<file path="src/rtl/nibble_serial_add_ctrl.sv">
// nibble_serial_add_ctrl: adds two W-bit operands one nibble per cycle on a shared external 4-bit adder
// Ports: clk/rst_n (async active-low); in_valid/in_ready accept A, B, Cin;
//   add_A/add_B/add_Cin drive the shared adder, add_Sum/add_Cout are its same-cycle results;
//   Sum/Cout hold the registered result, offered with out_valid/out_ready.
// Optional macro NIBBLE_SUB_EN adds input Op (1 = A-B, Cout=1 means no borrow).
module nibble_serial_add_ctrl #(
  parameter int NIBBLES = 4
) (
  input  logic                 clk,
  input  logic                 rst_n,
  input  logic                 in_valid,
  output logic                 in_ready,
  input  logic [4*NIBBLES-1:0] A,
  input  logic [4*NIBBLES-1:0] B,
  input  logic                 Cin,
`ifdef NIBBLE_SUB_EN
  input  logic                 Op,
`endif
  output logic [3:0]           add_A,
  output logic [3:0]           add_B,
  output logic                 add_Cin,
  input  logic [3:0]           add_Sum,
  input  logic                 add_Cout,
  output logic [4*NIBBLES-1:0] Sum,
  output logic                 Cout,
  output logic                 out_valid,
  input  logic                 out_ready
);
  localparam int W = 4 * NIBBLES;
  localparam int IW = $clog2(NIBBLES);
  localparam logic [1:0] IDLE = 2'd0, RUN = 2'd1, DONE = 2'd2;
  logic [1:0] state;
  logic [W-1:0] a_reg, b_reg;
  logic [IW-1:0] idx;
  logic carry, sub, op_in, run;
`ifdef NIBBLE_SUB_EN
  assign op_in = Op;
`else
  assign op_in = 1'b0;
`endif
  assign run = state == RUN;
  assign in_ready = state == IDLE;
  assign out_valid = state == DONE;
  // subtraction is A + ~B + 1: invert the B nibble, carry seeded with 1 at accept
  always_comb begin
    add_A = run ? a_reg[4*idx +: 4] : 4'd0;
    add_B = run ? b_reg[4*idx +: 4] ^ {4{sub}} : 4'd0;
    add_Cin = run & carry;
  end
  always_ff @(posedge clk or negedge rst_n) begin
    if (!rst_n) begin
      state <= IDLE;
      a_reg <= '0;
      b_reg <= '0;
      idx <= '0;
      carry <= 1'b0;
      sub <= 1'b0;
      Sum <= '0;
      Cout <= 1'b0;
    end else if (state == IDLE && in_valid) begin
      a_reg <= A;
      b_reg <= B;
      sub <= op_in;
      idx <= '0;
      carry <= op_in | Cin;
      state <= RUN;
    end else if (run) begin
      Sum[4*idx +: 4] <= add_Sum;
      carry <= add_Cout;
      idx <= idx + 1'b1;
      if (idx == IW'(NIBBLES - 1)) begin
        Cout <= add_Cout;
        state <= DONE;
      end
    end else if (state == DONE && out_ready) begin
      state <= IDLE;
    end
  end
endmodule

</file>
<file path="config.mk">
export PLATFORM = sky130hd
export DESIGN_NAME = nibble_serial_add_ctrl
export DESIGN_NICKNAME = d
export VERILOG_FILES = /design/src/rtl/nibble_serial_add_ctrl.sv
export SDC_FILE = /design/constraint.sdc
export NUM_CORES = 1
export LEC_CHECK = 0
export CORE_MARGIN = 2
export CORE_UTILIZATION = 48
export DETAILED_ROUTE_END_ITERATION = 8
export PLACE_DENSITY = 0.82
export SYNTH_ARGS = -nofsm -noshare
export SYNTH_HDL_FRONTEND = slang
export SYNTH_SLANG_ARGS = --single-unit
</file>
<file path="constraint.sdc">
create_clock -name clk -period 2.5 [get_ports clk]
set_input_delay 0.5 -clock clk [delete_from_list [all_inputs] [get_ports clk]]
set_output_delay 0.5 -clock clk [all_outputs]
set_load 0.01 [all_outputs]
</file>
==> implementation parameters, run 1 <==
Parameter                              Value

Clocking
  Clock tree root buffer cell    clkbuf_8
  Number of buffers created by CTS    5
  Clock Tree Buf Depth    2
  TritonCTS clock tree    built
  Clock latency on the worst-skew pair    0.31 ns
  Clock-pin slew of the registers on the worst-case setup and hold paths    approximately 0.1 ns
  Number of buffers inserted by post-CTS setup repair    0
  CTS sink count    54
  H-tree depth    2

Timing
  Worst hold margin    0.07673 ns
  Final critical path time including I/O delays and setup    2.402 ns
  Setup repair after global routing missed its margin    no
  Final Setup Violations    0
  Post-Route Setup TNS    0 ns
  Slew at the pin closest to its max-slew limit    0.4170 ns
  Fmax    416.2 MHz
  Hold violation count in the final report    0
  Slew margin rel.    72.12%
  Post-Route Skew    0.01164 ns
  Fin crit share    96.10%
  Number of max-slew violations in the final report    0

Global routing
  Number of antenna violations at the first check in global routing    0
  Maximum number of pins on one net before global-route repair    34
  Met2 track demand over resource    31.86%
  Gr usage total    19.06%
  Busiest grt layer    met2
  Global route overflow    0
  Met1 routing resource usage after global routing    24.19%
  Number of global-route vias before repair    approximately 1900
  Global-route wire length before repair    8894 um
  GRT met3 Usage    under 10%

Synth
  Syn Nets    between 200 and 300
  Library cell with the highest instance count after synthesis    dfrtp_1
  Ranking of synthesized cells by instance count    dfrtp_1, mux2_1, nand2_1, mux2i_1, o21ai_0
  Combined area of all synthesized cells    2502 sq um
  Share of async-settable or async-resettable flops after synthesis    between 90% and 100%
  Warnings, synthesis    0
  Total of flip-flops plus latches after synthesis    54
  Syn Area/Cell    12.21 sq um
  Number of flops mapped to enable cells by yosys    0
  Area share of the largest cell type after synthesis    54.00%
  Largest area contributor in the netlist    dfrtp_1
  Post-synthesis cell count    between 200 and 250
  Main synth FF type    dfrtp_1
  Sequential element share of the synthesized area    between 50% and 60%
  Count of distinct cell types in the synthesized netlist    27
  Synth area leaders    dfrtp_1, mux2_1, mux2i_1, nand2_1, ha_1

Layout
  Area growth syn-to-layout    35.45%
  Number of inserted diodes    0
  Share of cells above drive strength 1    10.00%
  Layout Nets    327
  Fraction of the core area covered by cells at the end of the flow    about 67%

Worst setup path
  Worst-path maximum fanout    9
  Setup Crit Path Kind    register to primary output
  Cell-by-cell trace of the critical path    nor2b_4 > nand2_2 > o22ai_1 > clkdlybuf4s50_1
  Data required time of the critical path    2.00 ns
  Crit path arrival time    1.90 ns
  CP max-delay cell    clkdlybuf4s50_1
  Launching element type of the critical path    register
  Endpoint kind of the worst setup timing path    primary output
  Delay contributed by the slowest stage of the critical path    a little under 0.6 ns
  Worst reg-to-reg setup slack    between 0.4 and 0.5 ns

Route
  Post-Route WL    5177 um
  Vias per cell    5.194
  DR DRC count    0
  Pre-Repair DR Iteration Count    4
  Number of DRC markers in iteration 0    120
  Post-detailed-route wirelength per cell    14.79 um
  Routed Antenna Nets    0
  DR vias    1818

Placed design
  Routability congestion estimate    0.8137
  Final HPWL DP    3820 um
  Buffers added on ports    69

Flow run
  Max-capacitance violation count    0

Die
  Core region area    about 5000 sq um
  Site Rows    26
  Ports placed on the boundary    70
  Die area    5807 sq um
  Effective utilization at floorplan    49.31%
  Die Width    76.21 um
  Die height    76.21 um

Pwr
  Maximum VDD drop    369.3 uV
  Post-route total power    0.001569 W
  Cell Pwr Density    462.9 nW/um^2
  Static leakage    between 1.5 and 2 nW

Min path
  Hold Path Class    input pin to async pin

Status
  Run status    complete, no violations
==> metal layers <==
layer / part of all wire, % / routed length [um]
met5: 0 / 0
met4: 1.8 / 95
met3: 6.6 / 344
met2: 49 / 2546
met1: 42 / 2190
==> metrics by stage <==
step	std cells	area [sq um]	setup WS [ns]
after floorplan	205	2502	0.5882
after global routing	350	3390	0.009393
after detailed placement	342	3271	0.2471
after CTS	350	3383	0.02907
final	350	3390	0.09754
after global placement	342	3271	0.2985
==> placed cells by master (no fill, tap or decap), types with 2 or more instances in the layout <==
cell type	instances
nand2_2	2
nand3b_1	4
buf_4	7
mux2_2	4
mux2_1	29
dfrtp_1	53
o22ai_1	9
inv_1	5
nand3_1	10
o2bb2ai_1	5
nand2_1	21
nor2_1	4
clkdlybuf4s50_1	68
mux2i_1	16
o21ai_0	13
clkbuf_8	7
o31ai_1	3
ha_1	6
==> cell families after synthesis <==
kind of cell | count (synthesis) | synth area share [%]
multiplexers | 49 | 21.25
flip-flops | 54 | 54.00
adder cells (fa/ha/maj) | 6 | 3.000
AND/OR/NAND/NOR | 49 | 9.900
AO/OA/AOI/OAI | 32 | 8.000
buffers and inverters | 15 | 3.850
==> cell type report <==
class,instances,area [sq um]
Clock inverter,1,8.758
Inverter,5,18.77
Multi-Input combinational cell,136,1067
Tap cell,70,87.58
Timing Repair Buffer,77,758.2
Sequential cell,54,1353
Fill cell,427,1685
Clock buffer,7,96.34
==> final timing paths <==
path                                      start                   end  cells after the start
max                        state[1]$_DFFE_PN0P_              add_A[0]                      4
min                                       rst_n  a_reg[8]$_DFFE_PN0P_                      1
max reg2reg                  idx[1]$_DFFE_PN0P_   Sum[11]$_DFFE_PN0P_                      7
min reg2reg                  Sum[9]$_DFFE_PN0P_    Sum[9]$_DFFE_PN0P_                      2
max in group asynchronous                 rst_n   Sum[12]$_DFFE_PN0P_                      2
min in group clk             Sum[9]$_DFFE_PN0P_    Sum[9]$_DFFE_PN0P_                      2
==> what timing repair did <==
| item | 4_1_cts | 5_1_grt |
|---|---|---|
| pin swaps | 0 | 0 |
| hold buffers | 0 | 0 |
| gates cloned | 0 | 0 |
| resized for setup | 3 | 2 |
| setup endpoints to repair | 8 | 8 |
==> power by group <==
part	switching, W	internal (W)
Combinational	0.0000419	0.0000789
Sequential	0.0000132	0.000900
Clock	0.000281	0.000254
Total	0.000336	0.00123
==> worst max-delay path, delay by kind of cell (launching register included) <==
kind / cells / cell delay (ns)
AND/OR/NAND/NOR: 2 / 0.33
buffers and inverters: 1 / 0.58
flip-flops: 1 / 0.47
AO/OA/AOI/OAI: 1 / 0.22
Note: power is estimated with default switching activity, not from simulation.
==> inputs of run 2 (changes only) <==
--- a/config.mk
+++ b/config.mk
@@ -7,6 +7,7 @@
 export LEC_CHECK = 0
 export CORE_MARGIN = 2
 export CORE_UTILIZATION = 48
+export CTS_CLUSTER_SIZE = 28
 export DETAILED_ROUTE_END_ITERATION = 8
 export PLACE_DENSITY = 0.82
 export SYNTH_ARGS = -nofsm -noshare
==> results of run 2 <==
No change in the layout: final DEF, timing and power equal those of run 1.
==> inputs of run 3 (changes only) <==
--- a/config.mk
+++ b/config.mk
@@ -5,7 +5,6 @@
 export SDC_FILE = /design/constraint.sdc
 export NUM_CORES = 1
 export LEC_CHECK = 0
-export CORE_MARGIN = 2
 export CORE_UTILIZATION = 48
 export CTS_CLUSTER_SIZE = 28
 export DETAILED_ROUTE_END_ITERATION = 8
==> implementation parameters, run 3 (same netlist as run 1, synthesis figures left out) <==
Parameter                              Value

Timing
  Slew at the pin closest to its max-slew limit    0.6351 ns (+0.2180 ns)
  Fin crit share    94.81% (-1.3 points)
  Final critical path time including I/O delays and setup    2.370 ns (-0.03211 ns)
  Worst hold margin    0.2050 ns (+0.1283 ns)
  Fmax    421.9 MHz (+1.4%)
  Setup repair after global routing missed its margin    no
  Post-Route Setup TNS    0 ns (unchanged)
  Slew margin rel.    57.66% (-14 points)
  Final Setup Violations    0 (unchanged)
  Post-Route Skew    0.01054 ns (-0.001099 ns)
  Hold violation count in the final report    0 (unchanged)
  Number of max-slew violations in the final report    0 (unchanged)

Placed design
  Final HPWL DP    3704 um (-3.1%)
  Buffers added on ports    69 (unchanged)
  Instance count after placement with tap cells included    340 (-0.58%)
  Routability congestion estimate    0.7968 (-2.1%)
  Placed instance area    3274 sq um (+0.11%)

Clocking
  Clock Tree Buf Depth    2 (unchanged)
  TritonCTS clock tree    built
  Clock tree root buffer cell    clkbuf_8
  Clock-pin slew of the registers on the worst-case setup and hold paths    0.10 ns (about the same)
  CTS sink count    54 (unchanged)
  Number of buffers created by CTS    5 (unchanged)
  Clock latency on the worst-skew pair    0.31 ns (about the same)
  H-tree depth    2 (unchanged)

Pwr
  Static leakage    1.588 nW (-0.17%)
  Cell Pwr Density    472.1 nW/um^2 (+2.0%)
  Maximum VDD drop    365.7 uV (-0.97%)

Die
  Core region area    4880 sq um (-3.8%)
  Effective utilization at floorplan    51.28% (+2.0 points)
  Ports placed on the boundary    70 (unchanged)
  Die height    74.21 um (-2.6%)
  Site Rows    25 (-3.8%)
  Die Width    74.21 um (-2.6%)
  Die area    5506 sq um (-5.2%)

Worst setup path
  Setup Crit Path Kind    register to primary output
  Launching element type of the critical path    register
  Data required time of the critical path    2.00 ns (about the same)
  Worst-path maximum fanout    8 (-1)
  Endpoint kind of the worst setup timing path    primary output
  Crit path arrival time    1.87 ns (-0.03 ns)

Route
  Pre-Repair DR Iteration Count    4 (unchanged)
  DR vias    1793 (-1.4%)
  Number of DRC markers in iteration 0    152 (+27%)
  Post-Route WL    5028 um (-2.9%)
  Vias per cell    5.167 (-0.52%)
  DR DRC count    0 (unchanged)
  Post-detailed-route wirelength per cell    14.49 um (-2.0%)
  Routed Antenna Nets    0 (unchanged)

Layout
  Fraction of the core area covered by cells at the end of the flow    69.46% (+2.7 points)
  Most frequent cells in the layout    clkdlybuf4s50_1, dfrtp_1, mux2_1, nand2_1, mux2i_1
  Leading cell type in the layout, fill and taps excluded    clkdlybuf4s50_1
  Layout Nets    328 (+0.31%)
  Final std cells w/o fill    347 (-0.86%)
  Area growth syn-to-layout    35.45% (unchanged)
  Number of inserted diodes    0 (unchanged)
  Layout Cell Area excl Fill    3390 sq um (unchanged)
  Count of fill cells added during filler insertion    383 (-10%)
  Share of cells above drive strength 1    9.643% (-0.36 points)

Global routing
  Number of antenna violations at the first check in global routing    0 (unchanged)
  Number of global-route vias before repair    1677 (-10%)
  Gr usage total    19.36% (+0.30 points)
  Global-route wire length before repair    7962 um (-10%)
  Global route overflow    0 (unchanged)
  Maximum number of pins on one net before global-route repair    34 (unchanged)

Flow run
  Max-capacitance violation count    0 (unchanged)

Min path
  Hold Path Class    input pin to async pin

Status
  Run status    complete, no violations
run 3: power breakdown:
part           leakage [nW]  total [W]  switching [W]  internal, W
logic                 0.900   0.000120      0.0000413    0.0000790
registers             0.634   0.000912      0.0000127     0.000900
clock network        0.0542   0.000568       0.000273     0.000295
total                  1.59    0.00160       0.000327      0.00127
run 3: per-layer routing:
metal / part of all wire (%) / up-vias / GRT usage (%)
met3: 3.6 / 7 / 3.794
met1: 45 / 867 / 26.08
met4: 1.2 / 0 / 5.983
met2: 50 / 40 / 31.72
li1: - / 879 / -
met5: 0 / - / 0
run 3: worst max-delay path, stage by stage, from the launching register on:
cell and delay [ns]:
dfrtp_1 0.39, nor2b_2 0.19, nand2_2 0.18, o22ai_1 0.24, clkdlybuf4s50_1 0.57
run 3: final cells by class:
type                    count  area [sq um]  area share, %
clock buffers               5         68.82          2.030
clock inverters             2         38.79          1.144
inverters                   5         18.77         0.5537
multi-input cells         136          1062          31.34
flip-flops and latches     54          1351          39.87
well taps                  67         83.83          2.473
repair buffers             78         765.7          22.59
run 3: metrics by stage:
| stage | total power (W) | setup slack (ns) |
|---|---|---|
| 6_report | 0.001600 | 0.1297 |
| 5_1_grt | 0.001667 | 0.03873 |
| 4_1_cts | 0.001620 | 0.004113 |
| 3_5_place_dp | 0.001053 | 0.3517 |
| 3_3_place_gp | 0.001048 | 0.3838 |
| 2_1_floorplan | 0.0009548 | 0.5882 |
run 3: worst paths after layout:
kind,start,end,slack [ns],depth (start not counted)
worst max register to register,idx[1]$_DFFE_PN0P_,Sum[15]$_DFFE_PN0P_,0.73,5
worst min register to register,Sum[5]$_DFFE_PN0P_,Sum[5]$_DFFE_PN0P_,0.48,2
min in group clk,Sum[5]$_DFFE_PN0P_,Sum[5]$_DFFE_PN0P_,0.48,2
max in group asynchronous,rst_n,a_reg[11]$_DFFE_PN0P_,1.65,2
worst max-delay path,state[1]$_DFFE_PN0P_,add_A[2],0.13,4
worst min-delay path,rst_n,b_reg[14]$_DFFE_PN0P_,0.21,1
run 3: repair_timing:
action	in CTS	in global routing
setup endpoints to repair	0	8
buffers inserted	0	0
hold buffers	0	0
resized for setup	0	3
